[src/rtl/hc595_pkg.sv]
// Shared definitions for the 74HC595 serial driver: FSM encoding and parameter defaults.
package hc595_pkg;

  localparam int unsigned DefaultDiv   = 4;
  localparam int unsigned DefaultNbits = 8;

  typedef enum logic [2:0] {
    StIdle,
    StClear,
    StShiftLo,
    StShiftHi,
    StLatch
  } state_e;

endpackage

[src/rtl/hc595_tick.sv]
// Restartable DIV-cycle phase timer; tick marks the last cycle of the current phase.
module hc595_tick #(
  parameter int unsigned DIV = 4
) (
  input  logic clk,
  input  logic rst_n,
  input  logic restart,
  output logic tick
);

  localparam logic [7:0] Last = 8'(DIV - 1);

  logic [7:0] cnt_q, cnt_d;

  always_comb begin
    cnt_d = cnt_q + 8'd1;
    if (restart || (cnt_q == Last)) begin
      cnt_d = '0;
    end
  end

  always_ff @(posedge clk or negedge rst_n) begin
    if (!rst_n) begin
      cnt_q <= '0;
    end else begin
      cnt_q <= cnt_d;
    end
  end

  assign tick = (cnt_q == Last);

endmodule

[src/rtl/hc595_driver.sv]
// Serialises a parallel word into one or more cascaded 74HC595 shift registers,
// then pulses the storage latch; also handles shift-register clear and output enable.
module hc595_driver
  import hc595_pkg::*;
#(
  parameter int unsigned DIV   = DefaultDiv,
  parameter int unsigned NBITS = DefaultNbits
) (
  input  logic             clk,
  input  logic             rst_n,
  input  logic [NBITS-1:0] in_data,
  input  logic             in_valid,
  output logic             in_ready,
  input  logic             clr,
  input  logic             oe_en,
  output logic             done,
  output logic             SER,
  output logic             SRCLK,
  output logic             RCLK,
  output logic             SRCLR_n,
  output logic             OE_n
);

  localparam int unsigned BcW = (NBITS > 1) ? $clog2(NBITS) : 1;
  localparam logic [BcW-1:0] LastBit = BcW'(NBITS - 1);

  state_e           state_q, state_d;
  logic [NBITS-1:0] sr_q, sr_d;
  logic [BcW-1:0]   bit_q, bit_d;
  logic             pend_q, pend_d;
  logic             ser_q, ser_d;
  logic             done_d;
  logic             srclk_q, rclk_q, srclr_n_q, oe_n_q, done_q, ready_q;
  logic             tick, restart;

  // Timer restarts on every state entry and is held at zero while idle.
  assign restart = (state_d != state_q) || (state_q == StIdle);

  hc595_tick #(
    .DIV(DIV)
  ) u_tick (
    .clk    (clk),
    .rst_n  (rst_n),
    .restart(restart),
    .tick   (tick)
  );

  always_comb begin
    state_d = state_q;
    sr_d    = sr_q;
    bit_d   = bit_q;
    pend_d  = pend_q;
    ser_d   = ser_q;
    done_d  = 1'b0;
    if (clr && (state_q != StIdle)) begin
      pend_d = 1'b1;
    end
    unique case (state_q)
      StIdle: begin
        // A requested clear always runs before the next word is accepted.
        if (clr || pend_q) begin
          state_d = StClear;
          pend_d  = 1'b0;
        end else if (in_valid && ready_q) begin
          state_d = StShiftLo;
          sr_d    = in_data;
          ser_d   = in_data[NBITS-1];
          bit_d   = '0;
        end
      end
      StClear: begin
        if (tick) state_d = StIdle;
      end
      StShiftLo: begin
        if (tick) state_d = StShiftHi;
      end
      StShiftHi: begin
        if (tick) begin
          if (bit_q == LastBit) begin
            state_d = StLatch;
          end else begin
            state_d = StShiftLo;
            sr_d    = {sr_q[NBITS-2:0], 1'b0};
            ser_d   = sr_q[NBITS-2];
            bit_d   = bit_q + 1'b1;
          end
        end
      end
      StLatch: begin
        if (tick) begin
          state_d = StIdle;
          done_d  = 1'b1;
        end
      end
      default: state_d = StIdle;
    endcase
  end

  always_ff @(posedge clk or negedge rst_n) begin
    if (!rst_n) begin
      state_q   <= StIdle;
      sr_q      <= '0;
      bit_q     <= '0;
      pend_q    <= 1'b0;
      ser_q     <= 1'b0;
      srclk_q   <= 1'b0;
      rclk_q    <= 1'b0;
      srclr_n_q <= 1'b0;
      oe_n_q    <= 1'b1;
      done_q    <= 1'b0;
      ready_q   <= 1'b0;
    end else begin
      state_q   <= state_d;
      sr_q      <= sr_d;
      bit_q     <= bit_d;
      pend_q    <= pend_d;
      ser_q     <= ser_d;
      srclk_q   <= (state_d == StShiftHi);
      rclk_q    <= (state_d == StLatch);
      srclr_n_q <= (state_d != StClear);
      oe_n_q    <= ~oe_en;
      done_q    <= done_d;
      ready_q   <= (state_d == StIdle) && !pend_d;
    end
  end

  assign SER      = ser_q;
  assign SRCLK    = srclk_q;
  assign RCLK     = rclk_q;
  assign SRCLR_n  = srclr_n_q;
  assign OE_n     = oe_n_q;
  assign done     = done_q;
  assign in_ready = ready_q;

endmodule

[config.mk]
export PLATFORM = sky130hd
export DESIGN_NAME = hc595_driver
export DESIGN_NICKNAME = d
export VERILOG_FILES = /design/src/rtl/hc595_pkg.sv /design/src/rtl/hc595_tick.sv /design/src/rtl/hc595_driver.sv
export SDC_FILE = /design/constraint.sdc
export NUM_CORES = 1
export LEC_CHECK = 0
export BUFFER_PORTS_ARGS = -buffer_cell sky130_fd_sc_hd__buf_2
export CAP_MARGIN = 40
export CORE_MARGIN = 4
export CORE_UTILIZATION = 60
export DETAILED_ROUTE_END_ITERATION = 6
export PLACE_DENSITY_LB_ADDON = 0.12
export SYNTH_ARGS = -nofsm -noshare
export SYNTH_HDL_FRONTEND = slang
export SYNTH_HIERARCHICAL = 1
export SYNTH_SLANG_ARGS = --single-unit
[constraint.sdc]
create_clock -name clk -period 7.3 [get_ports clk]
set_input_delay 1.46 -clock clk [delete_from_list [all_inputs] [get_ports clk]]
set_output_delay 1.46 -clock clk [all_outputs]
set_load 0.02 [all_outputs]
; ---- Word level (Yosys, flattened, before mapping)
; Index checks and enable logic that the tools add are counted.
[totals]
reg_bits = 29
memories = 0
elab_cells = 70
ramBits = 0
latchBits = 0
input_bits = 13
out_inout_bits = 7
romBits = 0
[classes]
order_cmp = 0
shifts = 0
multipliers = 0
bitwise = 1
addsub = 2
n_eq_ne = 14
n_mux = 28
n_reduce_logical = 13
div = 0
[ops]
columns = operator, n
row1 = $mux 3, 10
row2 = $mux 7, 4
row3 = $pmux 7 s2, 1
row4 = $pmux 3 s4, 1
row5 = $eq 3x2->1 const B, 3
row6 = $eq 3x3->1 const B, 3
row7 = $mux 1, 9
row8 = $add 8x1->8 const B, 1
row9 = $eq 8x2->1 const B, 1
row10 = $mux 8, 1
row11 = $logic_not 3->1, 2
row12 = $ne 2x2->1 const B, 3
row13 = $pmux 3 s2, 1
row14 = $reduce_and 5->1, 1
row15 = $add 3x1->3 const B, 1
row16 = $eq 3x1->1 const B, 1
row17 = $logic_and 1x1->1, 3
row18 = $logic_or 1x1->1, 3
row19 = $ne 3x1->1 const B, 1
row20 = $ne 3x3->1, 1
row21 = $reduce_bool 3->1, 1
row22 = $ne 2x1->1 const B, 1
row23 = $pmux 1 s2, 1
row24 = $reduce_bool 2->1, 1
row25 = other kinds (3), 3

; ---- Depth between registers and ports, before layout
; Gate-level depths: netlist of the first run.
[depth]
depth_word = 8
ltp_mapped = 8
mapped_depth_nobuf = 8

; ---- Cells and area by module
; The synthesis of the first run kept the hierarchy.
[modules_own_cells]
columns = module, instances, cells_per_inst, seq_area_each_um2, area_per_inst_um2
row1 = hc595_driver, 1, 83, 526.8, 1096.1
row2 = hc595_tick, 1, 39, 200.2, 407.9

; ---- Worst setup path after synthesis of the first run
; OpenSTA, ideal clock, no wires.
[synth_timing]
path_type = reg2reg
startpoint = register u_tick.cnt_q[0]
endpoint = register ser_q, in the netlist SER
required_time_ns = 7.175
path_stages_with_launch = 8
synth_period_minus_slack_ns = 2.814
arrival_ns = 2.689
path_slack_ns = 4.486
cell_sequence = dfrtp_1 -> ha_1 -> or4b_4 -> nor4_1 -> inv_2 -> o32ai_4 -> buf_12 -> mux2_4
[synth_between]
elab_chain_len = 3
[synth_rtl]
columns = element, line_no
row1 = start: declaration, hc595_tick.sv:13  ; logic [7:0] cnt_q, cnt_d;
row2 = start signal: assignment, hc595_tick.sv:26  ; cnt_q <= cnt_d;
row3 = $eq 8x2->1, hc595_tick.sv:30  ; assign tick = (cnt_q == Last);
row4 = named net tick, hc595_driver.sv:34  ; logic tick, restart;
row5 = $ne 2x2->1 (no source line), --
row6 = $reduce_and 5->1 (no source line), --
row7 = end signal: assignment, hc595_driver.sv:117  ; ser_q <= ser_d;
row8 = end: declaration, hc595_driver.sv:31  ; logic ser_q, ser_d;
; The timed path passes the listed nets, and every way through them passes these cells.
; A chain may end at the register's enable or synchronous reset.

; ---- Worst setup path after layout of the first run
[layout_timing]
startpoint = register u_tick.cnt_q[0]
endpoint = register sr_q[4]
[layout_between]
elab_chain_len = 3
[layout_rtl]
columns = element, line_no
row1 = $eq 8x2->1, hc595_tick.sv:30
row2 = named net tick, hc595_driver.sv:34
row3 = $ne 2x2->1 (no source line), --
row4 = $reduce_and 5->1 (no source line), --
row5 = end signal: assignment, hc595_driver.sv:114  ; sr_q <= sr_d;
row6 = end: declaration, hc595_driver.sv:28  ; logic [NBITS-1:0] sr_q, sr_d;
; The timed path passes the listed nets, and every way through them passes these cells.

==> impl_table.tex, run 1 <==
\begin{tabular}{lr}
\hline
Metric & Value \\
\hline
\multicolumn{2}{l}{\textbf{Timing}} \\
\quad Slew Viols, Final & 0 \\
\quad Smallest setup slack after layout & 4.26 ns \\
\quad Finish-stage setup viols & 0 \\
\quad Final number of hold-violating endpoints & 0 \\
\quad Final period utilization & 41.7\% \\
\quad Worst Max-Slew Pin Slew & 0.653 ns \\
\quad Unrepaired setup endpoints after global routing & false \\
\quad Post-route setup TNS & 0 ns \\
\quad Maximum clock rate & 329 MHz \\
\quad Relative slew slack & 56.5\% \\
\quad Worst-case hold slack & 0.492 ns \\
\quad Clock period minus worst slack & 3.04 ns \\
\quad Worst clock skew & 0.00714 ns \\
\multicolumn{2}{l}{\textbf{Placement}} \\
\quad GP Congestion & 0.772 \\
\quad Placed Instance Area & 0.00159 mm\^{}2 \\
\quad Count of buffers from port buffering & 19 \\
\quad Placement Setup Slack & 4.27 ns \\
\quad Half-perimeter wire length after detailed placement & 1860 um \\
\multicolumn{2}{l}{\textbf{Synth}} \\
\quad Netlist Area Pre-Place & 0.00150 mm\^{}2 \\
\quad Fraction of the yosys area taken by sequential cells & 48.3\% \\
\quad Mean instance size in the synthesized netlist & 12.3 um\^{}2 \\
\quad Dominant cells by area after synthesis & dfrtp\_1 (47\%), mux2\_4 (12\%), ha\_1 (3.3\%) \\
\quad Post-synthesis async set-or-reset flop share & 100\% \\
\quad Number of enable-type register cells in the synthesized netlist & 0 \\
\quad Count of yosys warnings during synthesis & 6 \\
\quad Dominant cell type by area after synthesis & dfrtp\_1 \\
\quad Net count after synthesis & 139 \\
\quad Post-synthesis cell count & 122 \\
\quad Area share of the largest cell type after synthesis & 46.6\% \\
\quad Count of distinct cell types in the synthesized netlist & 38 \\
\quad Synthesis-stage register bit count & 29 \\
\quad Primary flip-flop cell chosen by synthesis mapping & dfrtp\_1 \\
\multicolumn{2}{l}{\textbf{Layout}} \\
\quad Final-stage net count & 161 \\
\quad Area grow syn2layout & 10.4\% \\
\quad Diode count & 0 \\
\quad Most common library cell in the layout ignoring fill and taps & dfrtp\_1 \\
\quad Fraction of final layout cells sized beyond drive strength 1 & 34.5\% \\
\quad Commonest cells after routing, fill and taps aside & dfrtp\_1 (28), buf\_2 (19), mux2\_4 (12) \\
\quad Design Area, Final & 0.00166 mm\^{}2 \\
\quad Fill count & 173 \\
\multicolumn{2}{l}{\textbf{Setup path}} \\
\quad Largest delay contributor family on the critical path & simple AND/OR/NAND/NOR gates \\
\quad Critical path class & flop to flop \\
\quad Maximum fanout encountered on the critical timing path & 11 \\
\quad Crit path buffers/inverters & 2 \\
\quad Crit path launch type & flop \\
\quad Cell type of the slowest stage on the worst timing path & o32ai\_4 \\
\quad Data arrival time at the worst-slack endpoint & 3.25 ns \\
\quad Critical Path End Type & flop \\
\quad Slowest stage delay, CP & 0.62 ns \\
\quad List of cells traversed by the critical path & ha\_1 > or4b\_4 > nor4\_1 > clkdlybuf4s15\_2 > inv\_2 > o32ai\_4 > mux2\_2 \\
\quad Required arrival time at the worst endpoint & 7.51 ns \\
\multicolumn{2}{l}{\textbf{Detailed routing}} \\
\quad Detail-routed net length per standard cell & 14.8 um \\
\quad Via density per instance & 5.88 \\
\quad Final antenna-violating net count & 0 \\
\quad Total number of vias & 1017 \\
\quad DR iter-0 viols & 18 \\
\quad Aggregate routed wire length & 2560 um \\
\quad Router iterations before antenna repair & 5 \\
\quad Total DRC errors in the routed layout & 0 \\
\multicolumn{2}{l}{\textbf{Clocking}} \\
\quad H-tree depth & 2 \\
\quad Total number of clock tree sinks & 29 \\
\quad Longest Clk Path Bufs & 2 \\
\quad Number of buffers added to fix hold violations after cts & 0 \\
\quad Clock tree from TritonCTS & done \\
\quad Clock-pin slew on the worst setup and hold paths & 0.09 ns \\
\quad Postcts setup bufs & 0 \\
\quad Number of clock buffers inserted by TritonCTS & 5 \\
\quad Clk\_lat worst skew & 0.32 ns \\
\quad \# resized after CTS & 0 \\
\quad CTS Root Cell & clkbuf\_4 \\
\multicolumn{2}{l}{\textbf{Die}} \\
\quad Cell row count & 17 \\
\quad CORE AREA & 0.00230 mm\^{}2 \\
\quad Die Ht & 58.1 um \\
\quad Die area & 0.00337 mm\^{}2 \\
\quad Die X-Extent & 58.1 um \\
\quad Starting density of the core & 65.5\% \\
\quad Top Ports & 20 \\
\multicolumn{2}{l}{\textbf{Status}} \\
\quad Result of the run & completed \\
\multicolumn{2}{l}{\textbf{Global route}} \\
\quad First-pass GRT wire length & 4380 um \\
\quad Total congestion overflow after global routing & 0 \\
\quad Number of antenna violations at the first check in global routing & 0 \\
\quad Total global routing track utilization & 17.1\% \\
\quad Via count of the first global-routing pass & 994 \\
\quad Largest net degree at the start of global routing & 30 \\
\multicolumn{2}{l}{\textbf{Power and ir drop}} \\
\quad PwrDens & 298 mW/mm\^{}2 \\
\quad Post-route total power & 0.494 mW \\
\quad Leak Pwr & 0.795 nW \\
\quad Peak supply drop & 0.267 mV \\
\multicolumn{2}{l}{\textbf{Run}} \\
\quad Max Cap Violations & 0 \\
\multicolumn{2}{l}{\textbf{Worst hold path}} \\
\quad Worst min-delay path class & flop to flop \\
\hline
\end{tabular}
stage by stage:
step	utilization, %	std cells
after floorplan	-	122
after global placement	68.7	164
after detailed placement	69.2	165
after CTS	72.3	173
after global routing	72.3	173
final	72.3	173
sequential cells by signal (all words and copies together) (netlist names):
signal	flops
in_ready	1
SER	1
bit_q	3
u_tick/cnt_q	8
SRCLR_n	1
state_q	3
OE_n	1
SRCLK	1
done	1
RCLK	1
sr_q	7
pend_q	1
path summary, 6_finish.rpt:
kind,start,end,slack (ns),cells after the start
max in group asynchronous,rst_n,sr_q[1],5.75,1
hold reg to reg,bit_q[0],bit_q[0],0.49,1
setup reg to reg,u_tick/cnt_q[0],sr_q[4],4.26,7
setup / recovery,u_tick/cnt_q[0],sr_q[4],4.26,7
hold / removal,bit_q[0],bit_q[0],0.49,1
min in group asynchronous,rst_n,done,1.14,1
cell usage after synthesis (2+ instances only):
cell / instances
a21oi_1: 4
buf_6: 2
dfrtp_1: 28
ha_1: 4
inv_1: 7
mux2_2: 2
mux2_4: 12
mux2i_1: 2
nand2_1: 3
nand3_1: 7
nor2_1: 11
nor3_1: 3
o21ai_0: 6
o22ai_1: 2
o2bb2ai_1: 2
or3_1: 4
xor2_1: 2
layer usage:
layer | share of wire (%) | global-route usage (%)
met5 | 0 | 0
met1 | 44 | 22.6
met2 | 49 | 25.2
met4 | 2.3 | 8.94
met3 | 4.5 | 5.35
power breakdown:
| group | switching, mW | internal [mW] | total, mW |
|---|---|---|---|
| logic | 0.0795 | 0.0793 | 0.159 |
| clock network | 0.0532 | 0.0557 | 0.109 |
| registers | 0.0345 | 0.192 | 0.227 |
| total | 0.167 | 0.327 | 0.494 |
area by class of cell:
class                   instances  area (um^2)  area share (%)
flip-flops and latches         29          727            43.8
repair buffers                 20          106            6.41
clock buffers                   7         65.1            3.92
inverters                       8         30.0            1.81
multi-input cells              80          692            41.7
well taps                      28         35.0            2.11
clock inverters                 1         5.00           0.301
worst reg2reg max path: stages (launching register included):
cell and delay (ns):
dfrtp_1 0.43, ha_1 0.19, or4b_4 0.49, nor4_1 0.36, clkdlybuf4s15_2 0.33, inv_2 0.09, o32ai_4 0.62, mux2_2 0.40
cells by family after synthesis:
kind of cell | after synthesis | share of synthesized area, %
xor gates and xnor gates | 3 | 1.75
buffers and inverters | 13 | 5.66
and+or+nand+nor | 38 | 15.2
DFF | 29 | 48.3
AOI/OAI and AO/OA | 19 | 10.9
muxes | 16 | 14.8
adders and majority gates | 4 | 3.33
Note: power is estimated with default switching activity, not from simulation.
==> inputs of run 2 (changes only) <==
--- a/config.mk
+++ b/config.mk
@@ -8,7 +8,7 @@
 export BUFFER_PORTS_ARGS = -buffer_cell sky130_fd_sc_hd__buf_2
 export CAP_MARGIN = 40
 export CORE_MARGIN = 4
-export CORE_UTILIZATION = 60
+export CORE_UTILIZATION = 51
 export DETAILED_ROUTE_END_ITERATION = 6
 export PLACE_DENSITY_LB_ADDON = 0.12
 export SYNTH_ARGS = -nofsm -noshare
==> constraint.sdc (replaced) <==
create_clock -name clk -period 2.45 [get_ports clk]
set_input_delay 0.49 -clock clk [delete_from_list [all_inputs] [get_ports clk]]
set_output_delay 0.49 -clock clk [all_outputs]
set_load 0.02 [all_outputs]
==> run 2 against run 1 <==
Against the previous run: sequential power rose to 2.9 times the previous value; die area increased by 15%; non-clock buffer count grew 4; clock power grew to 3.1 times the previous value; worst hold slack worse by 0.34 ns; register-to-register slack lost 4.1 ns; worst setup slack lost 4.1 ns; clock skew up 0.0035 ns; critical path type unchanged; largest cell class unchanged; largest power group unchanged.
==> impl_table.tex, run 2 (synthesis gave the netlist of run 1 again) <==
\begin{tabular}{lr}
\hline
Metric & Value \\
\hline
\multicolumn{2}{l}{\textbf{Detailed routing}} \\
\quad Total number of vias & 986 \\
\quad Total DRC errors in the routed layout & 0 \\
\quad Detail-routed net length per standard cell & 14.6 um \\
\quad Aggregate routed wire length & 2620 um \\
\quad Router iterations before antenna repair & 4 \\
\quad Via density per instance & 5.48 \\
\quad DR iter-0 viols & 24 \\
\quad Final antenna-violating net count & 0 \\
\multicolumn{2}{l}{\textbf{Setup path}} \\
\quad Maximum fanout encountered on the critical timing path & 8 \\
\quad Critical Path End Type & flop \\
\quad Cell type of the slowest stage on the worst timing path & or4b\_4 \\
\quad List of cells traversed by the critical path & or4b\_4 > nor4\_4 > inv\_2 > o32ai\_4 > buf\_4 > mux2\_2 \\
\quad Largest delay contributor family on the critical path & simple AND/OR/NAND/NOR gates \\
\quad Crit path launch type & flop \\
\quad Required arrival time at the worst endpoint & 2.68 ns \\
\quad Crit path buffers/inverters & 2 \\
\quad Critical path class & flop to flop \\
\quad Slowest stage delay, CP & 0.60 ns \\
\quad Data arrival time at the worst-slack endpoint & 2.55 ns \\
\multicolumn{2}{l}{\textbf{Worst hold path}} \\
\quad Worst min-delay path class & primary input to async pin \\
\multicolumn{2}{l}{\textbf{Die}} \\
\quad Cell row count & 19 \\
\quad Starting density of the core & 54.1\% \\
\quad Die area & 0.00388 mm\^{}2 \\
\quad Die X-Extent & 62.3 um \\
\quad CORE AREA & 0.00278 mm\^{}2 \\
\quad Top Ports & 20 \\
\quad Die Ht & 62.3 um \\
\multicolumn{2}{l}{\textbf{Power and ir drop}} \\
\quad Part of the total power dissipated in combinational logic & 33.9\% \\
\quad Proportion of power drawn by flip-flops and latches & 43.8\% \\
\quad Clock share of power & 22.3\% \\
\quad PwrDens & 890 mW/mm\^{}2 \\
\quad Switching power & 0.521 mW \\
\quad Leak Pwr & 0.820 nW \\
\quad Int Power & 0.997 mW \\
\quad Peak supply drop & 0.637 mV \\
\quad Fraction of power spent switching nets & 34.3\% \\
\multicolumn{2}{l}{\textbf{Timing}} \\
\quad Worst clock skew & 0.0107 ns \\
\quad Final period utilization & 94.7\% \\
\quad Finish-stage setup viols & 0 \\
\quad Smallest setup slack after layout & 0.130 ns \\
\quad Unrepaired setup endpoints after global routing & false \\
\quad Final number of hold-violating endpoints & 0 \\
\quad Slew Viols, Final & 0 \\
\quad Maximum clock rate & 431 MHz \\
\quad Relative slew slack & 58.0\% \\
\quad Clock period minus worst slack & 2.32 ns \\
\quad Post-route setup TNS & 0 ns \\
\quad Worst Max-Slew Pin Slew & 0.630 ns \\
\multicolumn{2}{l}{\textbf{Placement}} \\
\quad GP Congestion & 0.737 \\
\quad Half-perimeter wire length after detailed placement & 1920 um \\
\quad Placement Setup Slack & 0.0937 ns \\
\quad Count of buffers from port buffering & 19 \\
\multicolumn{2}{l}{\textbf{Clocking}} \\
\quad CTS Root Cell & clkbuf\_4 \\
\quad Longest Clk Path Bufs & 2 \\
\quad Clock tree from TritonCTS & done \\
\quad Clk\_lat worst skew & 0.34 ns \\
\quad Total number of clock tree sinks & 29 \\
\quad Number of clock buffers inserted by TritonCTS & 5 \\
\quad Clock-pin slew on the worst setup and hold paths & 0.10 ns \\
\quad H-tree depth & 2 \\
\multicolumn{2}{l}{\textbf{Layout}} \\
\quad Biggest registers after layout & u\_tick/cnt\_q (8), sr\_q (7) \\
\quad Most common library cell in the layout ignoring fill and taps & dfrtp\_1 \\
\quad Fraction of final layout cells sized beyond drive strength 1 & 36.9\% \\
\quad Area grow syn2layout & 13.4\% \\
\quad Largest Register & u\_tick/cnt\_q \\
\quad Final-stage net count & 165 \\
\quad Commonest cells after routing, fill and taps aside & dfrtp\_1 (28), buf\_2 (19), mux2\_4 (12) \\
\quad Flip-flop count of the largest register, all copies and words added & 8 \\
\quad Diode count & 0 \\
\multicolumn{2}{l}{\textbf{Global route}} \\
\quad Number of antenna violations at the first check in global routing & 0 \\
\quad Via count of the first global-routing pass & 992 \\
\quad Total congestion overflow after global routing & 0 \\
\quad Largest net degree at the start of global routing & 30 \\
\quad Total global routing track utilization & 15.0\% \\
\quad First-pass GRT wire length & 4490 um \\
\multicolumn{2}{l}{\textbf{Status}} \\
\quad Result of the run & completed \\
\multicolumn{2}{l}{\textbf{Run}} \\
\quad Max Cap Violations & 0 \\
\hline
\end{tabular}
==> run 2: cell types whose count changed in the layout (fill, tap and decap cells not counted), sizes merged <==
| cell | previous run | this run |
|---|---|---|
| clkdlybuf4s15 | 1 | 0 |
| buf | 19 | 24 |
==> run 2: final cells by class <==
type / count / area [um^2]
clock buffer: 7 / 65.1
clock inverter: 1 / 5.00
fill: 238 / 1080
inverter: 8 / 30.0
multi-input combinational: 80 / 707
sequential: 29 / 727
tap: 31 / 38.8
timing repair buffer: 24 / 133
==> run 2: final timing paths <==
| kind | slack (ns) | cells past startpoint | end | startpoint |
|---|---|---|---|---|
| max reg2reg | 0.13 | 6 | sr_q[4] | u_tick/cnt_q[2] |
| min in group clk | 0.25 | 2 | OE_n | oe_en |
| min | 0.16 | 1 | u_tick/cnt_q[7] | rst_n |
| max | 0.13 | 6 | sr_q[4] | u_tick/cnt_q[2] |
| min reg2reg | 0.50 | 1 | bit_q[0] | bit_q[0] |
| max in group asynchronous | 1.87 | 1 | sr_q[3] | rst_n |
==> run 2: worst reg2reg max path, stage by stage (launching register included) <==
cell	delay, ns
dfrtp_1	0.45
or4b_4	0.60
nor4_4	0.20
inv_2	0.12
o32ai_4	0.27
buf_4	0.23
mux2_2	0.34
==> run 2: power by group through the flow <==
stage | combinational, mW | sequential [mW] | clock, mW
floorplan | 0.418 | 0.664 | 0
global placement | 0.491 | 0.673 | 0
detailed placement | 0.508 | 0.677 | 0
CTS | 0.510 | 0.668 | 0.348
global route | 0.570 | 0.680 | 0.374
finish | 0.514 | 0.665 | 0.339
==> run 2: timing repair <==
action,in CTS,in global routing
setup buffers,0,1
endpoints found under the setup margin,0,8
hold buffers,0,0
gates resized for setup,0,0
==> run 2: routing by layer <==
layer	track usage, %	wire length (um)	up-vias
li1	-	-	488
met5	0	0	-
met2	21.9	1210	22
met4	10.3	74	0
met3	5.05	117	7
met1	18.7	1220	469
==> run 2: per-stage QoR <==
stage | util, % | hold WS [ns] | cells | cell area, um^2 | power [mW]
2_1_floorplan | - | 0.194 | 122 | 1520 | 1.08
3_3_place_gp | 58.5 | 0.489 | 171 | 1630 | 1.16
3_5_place_dp | 58.5 | 0.492 | 171 | 1630 | 1.18
4_1_cts | 61.0 | 0.173 | 179 | 1700 | 1.53
5_1_grt | 61.3 | 0.205 | 180 | 1710 | 1.62
6_report | 61.3 | 0.156 | 180 | 1710 | 1.52
